--- config.mk ---
export PLATFORM = sky130hd
export DESIGN_NAME = soda_machine_top
export DESIGN_NICKNAME = d
export VERILOG_FILES = /design/src/rtl/soda_pkg.sv /design/src/rtl/step_pulse.sv /design/src/rtl/soda_machine_top.sv
export SDC_FILE = /design/constraint.sdc
export NUM_CORES = 1
export LEC_CHECK = 0
export CAP_MARGIN = 20
export CORE_AREA = 2 2 39 41
export DETAILED_ROUTE_END_ITERATION = 12
export DIE_AREA = 0 0 41 43
export PLACE_DENSITY = 0.71
export SLEW_MARGIN = 5
export SYNTH_ARGS = -nofsm -noshare
export SYNTH_HDL_FRONTEND = slang
export SYNTH_SLANG_ARGS = --single-unit
export TNS_END_PERCENT = 20
--- constraint.sdc ---
create_clock -name clk -period 5.19 [get_ports clk]
set_clock_uncertainty 0.15 [all_clocks]
set_input_delay 1.557 -clock clk [delete_from_list [all_inputs] [get_ports clk]]
set_output_delay 1.557 -clock clk [all_outputs]
set_load 0.01 [all_outputs]
--- src/rtl/soda_pkg.sv ---
// Shared definitions for the soda vending controller: state codes, coin encodings, price.
// Helper functions map between credit-holding states and their credit value.
package soda_pkg;

    localparam int PRICE = 3;

    typedef enum logic [2:0] {
        ST_IDLE   = 3'd0,
        ST_CRED1  = 3'd1,
        ST_CRED2  = 3'd2,
        ST_VEND   = 3'd3,
        ST_CHANGE = 3'd4
    } state_t;

    localparam logic [1:0] COIN_NONE  = 2'b00;
    localparam logic [1:0] COIN_ONE   = 2'b01;
    localparam logic [1:0] COIN_TWO   = 2'b10;
    localparam logic [1:0] COIN_THREE = 2'b11;

    function automatic logic [2:0] credit_of(state_t s);
        case (s)
            ST_CRED1: credit_of = 3'd1;
            ST_CRED2: credit_of = 3'd2;
            default:  credit_of = 3'd0;
        endcase
    endfunction

    function automatic state_t credit_state(logic [2:0] credit);
        case (credit)
            3'd1:    credit_state = ST_CRED1;
            3'd2:    credit_state = ST_CRED2;
            default: credit_state = ST_IDLE;
        endcase
    endfunction

endpackage

--- src/rtl/step_pulse.sv ---
// Turns the user "next" strobe into a one-clock step pulse on its rising edge.
// Macro NEXT_SYNC_EN inserts a 2-flop synchroniser ahead of the edge detector.
module step_pulse (
    input  logic clk,
    input  logic reset,
    input  logic next,
    output logic step
);

    logic next_s;
    logic next_q;

`ifdef NEXT_SYNC_EN
    logic [1:0] sync_q;

    always_ff @(posedge clk or posedge reset) begin
        if (reset) begin
            sync_q <= 2'b00;
        end else begin
            sync_q <= {sync_q[0], next};
        end
    end

    assign next_s = sync_q[1];
`else
    assign next_s = next;
`endif

    always_ff @(posedge clk or posedge reset) begin
        if (reset) begin
            next_q <= 1'b0;
        end else begin
            next_q <= next_s;
        end
    end

    // A held strobe keeps next_q high, so only the first cycle produces a step.
    assign step = next_s & ~next_q;

endmodule

--- src/rtl/soda_machine_top.sv ---
// Coin-operated soda vending controller: credit accumulation, vend at PRICE, change return.
// Macro NEXT_SYNC_EN selects the synchronised step path (see step_pulse).
module soda_machine_top (
    input  logic       clk,
    input  logic       reset,
    input  logic       next,
    input  logic [1:0] coin_in,
    output logic       soda,
    output logic [1:0] coin_out,
    output logic [2:0] state_display
);

    import soda_pkg::*;

    logic       step;
    state_t     state;
    state_t     state_nxt;
    logic [1:0] change_reg;
    logic [1:0] change_nxt;
    logic [2:0] sum;
    logic       soda_nxt;
    logic [1:0] coin_out_nxt;

    step_pulse u_step_pulse (
        .clk   (clk),
        .reset (reset),
        .next  (next),
        .step  (step)
    );

    // NOTE: sequential state uses non-blocking assignments so every register
    // samples pre-edge values; blocking here would create order-dependent races.
    always_ff @(posedge clk or posedge reset) begin
        if (reset) begin
            state      <= ST_IDLE;
            change_reg <= 2'd0;
            soda       <= 1'b0;
            coin_out   <= COIN_NONE;
        end else begin
            state      <= state_nxt;
            change_reg <= change_nxt;
            soda       <= soda_nxt;
            coin_out   <= coin_out_nxt;
        end
    end

    always_comb begin
        // NOTE: every output of this block gets a default before the case, so no
        // path leaves a value unassigned and no latch is inferred.
        state_nxt  = state;
        change_nxt = change_reg;
        sum        = credit_of(state) + {1'b0, coin_in};

        case (state)
            ST_IDLE, ST_CRED1, ST_CRED2: begin
                if (step) begin
                    if (sum >= 3'(PRICE)) begin
                        state_nxt  = ST_VEND;
                        change_nxt = 2'(sum - 3'(PRICE));
                    end else begin
                        state_nxt = credit_state(sum);
                    end
                end
            end
            ST_VEND: begin
                if (step) begin
                    state_nxt = (change_reg != 2'd0) ? ST_CHANGE : ST_IDLE;
                end
            end
            ST_CHANGE: begin
                if (step) begin
                    state_nxt  = ST_IDLE;
                    change_nxt = 2'd0;
                end
            end
            default: begin
                // Unreachable codes recover to IDLE without waiting for a step.
                state_nxt  = ST_IDLE;
                change_nxt = 2'd0;
            end
        endcase
    end

    // Outputs are decoded from the next state so they register alongside it.
    always_comb begin
        soda_nxt     = 1'b0;
        coin_out_nxt = COIN_NONE;
        if (state_nxt == ST_VEND) begin
            soda_nxt = 1'b1;
        end
        if (state_nxt == ST_CHANGE) begin
            coin_out_nxt = change_nxt;
        end
    end

    assign state_display = state;

endmodule

After elaboration in Yosys (flattened, before gate mapping)
Index checks and enable logic that the tools add are counted.
- equality and inequality tests: 8
- reductions and logical operators: 3
- order comparisons: 1
- muxes and demuxes: 14
- $add $sub $neg: 2
- bitwise logic cells: 2
- operator list (cell ; number):
    equality test 3 x 2 -> 1 bit, second input constant ; 4
    2-to-1 mux 3 bit ; 4
    2-to-1 mux 2 bit ; 5
    case mux 3 bit (3 select lines) ; 1
    case mux 2 bit (2 select lines) ; 2
    equality test 3 x 1 -> 1 bit, second input constant ; 2
    equality test 3 bit, second input constant ; 2
    case mux 2 bit (3 select lines) ; 1
    adder 2 x 2 -> 3 bit ; 1
    >= comparator 3 x 2 -> 1 bit, second input constant ; 1
    logical NOT 3 bit ; 1
    OR reduction 3 bit ; 1
    nonzero test 2 bit ; 1
    subtractor 2 bit, second input constant ; 1
    AND 1 bit ; 1
    2-to-1 mux 1 bit ; 1
    inverter 1 bit ; 1
- output and inout port bits: 6
- flip-flop bits (word level): 9

Logic depth before layout (Yosys ltp)
- word-level depth: 10
- depth in mapped cells: 8
- mapped depth without buffers: 7

Hierarchy
Synthesis repeated with hierarchy kept, for this count alone.
- cell total of the unflattened synthesis: 51
- area total of the unflattened synthesis: 531.8 um^2
- by module, submodules not included (module ; instances ; cells each ; area an instance (um^2) ; seq. area each (um^2)):
    soda_machine_top ; 1 ; 48 ; 489.2 ; 200.2
    step_pulse ; 1 ; 3 ; 42.5 ; 25.0

Least setup slack after synthesis
Ideal clock, no wire load.
- kind: input-to-reg
- from: input port coin_in[0]
- to: register coin_out[0]
- setup time: 0.133 ns
- slack: 1.936 ns
- stages: 6
- buffers on the path: 0
- arrival time: 2.970 ns
- path through: ha_1 > fa_1 > ha_1 > o2bb2ai_1 > mux2i_1 > a32oi_1
- cells in the longest elaborated chain, start to end: 8
- elaborated cells between the ends (all ways): 14
- ends and longest elaborated chain (what ; RTL line ; source):
    start: declaration ; soda_machine_top.sv:7 ; input logic [1:0] coin_in,
    adder 2 x 2 -> 3 bit (*) ; soda_machine_top.sv:52 ; sum = credit_of(state) + {1'b0, coin_in};
    equality test 3 x 2 -> 1 bit / equality test 3 x 1 -> 1 bit (equally long branches) ; soda_pkg.sv:29 ; case (credit)
    case mux 2 bit (2 select lines) ; soda_pkg.sv:29 ;
    2-to-1 mux 2 bit ; soda_machine_top.sv:57 ; if (sum >= 3'(PRICE)) begin
    2-to-1 mux 3 bit ; soda_machine_top.sv:56 ; if (step) begin
    case mux 3 bit (3 select lines) ; soda_machine_top.sv:54 ; case (state)
    equality test 3 bit ; soda_machine_top.sv:91 ; if (state_nxt == ST_CHANGE) begin
    2-to-1 mux 2 bit (*) ; soda_machine_top.sv:91 ;
    via coin_out_nxt[0] ; soda_machine_top.sv:22 ; logic [1:0] coin_out_nxt;
    end signal: assignment ; soda_machine_top.sv:43 ; coin_out <= coin_out_nxt;
    end: declaration ; soda_machine_top.sv:9 ; output logic [1:0] coin_out,
Mark *: on every way through the listed nets, which the timed path passes. The rest lies on a longest branch.

Final worst setup path
- from: input port coin_in[0]
- to: register coin_out[1]
Same word-level chain as after synthesis.

==> metrics.txt <==
Synthesis Warnings=0; Worst EP arrival=3590 ps; final hold vios=0; CP startpoint kind=input port; Crit path required time=5210 ps; worst-margin pin slew=452 ps; crit-path cells=clkdlybuf4s50_1, ha_1, fa_1, ha_1, nor4b_1, mux2i_1, a32oi_1; cell depth of the worst min-delay path=2; Worst Hold Launch=change_reg[1]; initial core utilization=36.7%; hold path endpoint=change_reg[1]; simple-gate area share of the yosys netlist=25.1%; Crit Path Max Fanout=2; Place WS=1380 ps; FP Rows=14; Final Max Slew Viols=0; DR WL/cell=12.0 um; status=finished, final reports clean; unrepaired setup endpoints after global routing=no; Synth Instances=49; CTS buffer count=3; slowest stage cell, crit path=fa_1; most common cell after layout, fill and taps aside=clkdlybuf4s50_1; IO buf count=10; first-pass GRT wire length=1.48 mm; Final Wtd Congestion=0.808; final setup fails=0; Syn Area/Cell=10.4 um2; All-Layer GR Usage=13.2%; setup TNS=0 ps; H-tree levels=1; worst r2r dst=coin_out[1]; r2r startpoint=state_display[2]; Pre-antenna DRT Iters=4; CTS resizes=0; ys flop type=dfrtp_1; combinational family with the most area after synthesis=simple AND/OR/NAND/NOR gates; flop and latch count out of synthesis=9; Worst-path clk slew=50 ps; slew margin rel.=69.5%; detailed-route vias per instance=5.40; min cycle time layout=3570 ps; # IOs=11; Core Region=1380 um2; reg2reg path depth=7; complex-gate fraction of the synthesized area=12.1%; reg2reg setup slack=2620 ps; vias in the first global route=355; final period utilization=68.9%; crit end category=flip-flop; max frequency=0.280 GHz; Finished Layout Cells=77; minimum hold slack=403 ps; overall power=0.329 mW; Post-synth EDFFs=0; Max-cap violations=0; Clock Path Buffers=2; clock latency on the worst-skew pair=260 ps; Adder-Cell Fraction of Synth Area=11.3%; HP Class=reg -> reg; Die Span Y=43 um; fin worst setup slack=1620 ps; fill count=142; PD cells=509 nW/um2; Netlist Area Pre-Place=508 um2; buffers plus inverters on the worst setup path=1; initial antenna violation count=0; register area share after synthesis=44.3%; CP Class=in -> reg; Post-CTS Setup Bufs=0; antenna viol nets, final=0; Post-CTS Hold Buffers=0; TritonCTS clock tree=done; root buffer cell=clkbuf_4; layout cells sized above 1=8.20%; xor-xnor portion of the synthesized cell area=0%; Iteration-0 DRC Markers=9; max reg flops=3; Top Family by Delay on Critical Path=adder cells; Async SR Flop Fraction=100%; vias=416; final wirelength=921 um; dpl cells=73; Residual DRC=0; grt total ovfl=0; unique cell type count in the Yosys netlist=23; Die Wd=41 um; Crit path largest cell delay=470 ps; post-synthesis mux area share=3.94%; Syn Nets=58; largest net degree at the start of global routing=13; Leakage=0.288 nW; Die ar.=1760 um2; final net count=71; maximum VDD drop=0.219 mV; clk sinks=9; most frequent cells in the layout=10 x clkdlybuf4s50_1, 9 x dfrtp_1, 5 x nand3_1, 5 x nand2_1; Critical Path Stages=7; cell mode on critical path=ha_1; dpl hpwl=682 um; Layout area overhead=27.1%; diode count=0
where the power goes:
group	total (mW)	leakage (nW)	internal [mW]	switching [mW]
clock network	0.0523	0.0150	0.0295	0.0228
logic	0.162	0.163	0.0800	0.0821
registers	0.114	0.110	0.0911	0.0232
total	0.329	0.288	0.201	0.128
tightest hold or removal path, delay by kind of cell (launching register included):
kind	cells	cell delay, ps
simple gates	2	170
flops	1	350
synth_stat cells (all sizes together), types with 2 or more instances:
cell / number / area (um2)
a32oi: 2 / 17.5
dfrtp: 9 / 225
inv: 2 / 7.51
a21oi: 2 / 10.0
nor3b: 2 / 15.0
nand2: 6 / 25.0
nor2b: 2 / 12.5
ha: 3 / 37.5
nand3: 5 / 25.0
nor4b: 2 / 17.5
mux2i: 2 / 20.0
nor2: 2 / 7.51
worst max-delay path by stage:
stage | start | end | slack [ps]
finish | coin_in[0] | coin_out[1] | 1620
global route | coin_in[0] | coin_out[1] | 1490
CTS | coin_in[0] | coin_out[1] | 1610
detailed placement | coin_in[0] | coin_out[0] | 1380
global placement | coin_in[0] | coin_out[1] | 1380
floorplan | coin_in[0] | coin_out[0] | 1940
through the flow:
stage	util (%)	instance area [um2]
2_1_floorplan	-	508
3_3_place_gp	44.8	619
3_5_place_dp	44.8	619
4_1_cts	46.7	646
5_1_grt	46.7	646
6_report	46.7	646
per-layer routing:
layer | GRT usage, % | share of wire (%) | vias up
met2 | 18.8 | 47 | 14
met3 | 9.42 | 7.4 | 0
met1 | 15.5 | 45 | 194
li1 | - | - | 208
met5 | 0 | 0 | -
met4 | 4.00 | 0 | 0
cells by family (layout without fill, tap and decap cells):
kind of cell | after synthesis | count (layout)
and+or+nand+nor | 22 | 22
DFF | 9 | 9
AOI/OAI and AO/OA | 8 | 8
adders and majority gates | 4 | 4
buffers and inverters | 4 | 16
muxes | 2 | 2
cell type report:
class	count	area, um2	area share, %
Timing Repair Buffer	10	100	15.5
Sequential cell	9	225	34.9
Multi-Input combinational cell	36	267	41.3
Tap cell	16	20.0	3.10
Inverter	2	7.51	1.16
Clock buffer	4	26.3	4.07
No activity file was read; power rests on OpenSTA's default activity.
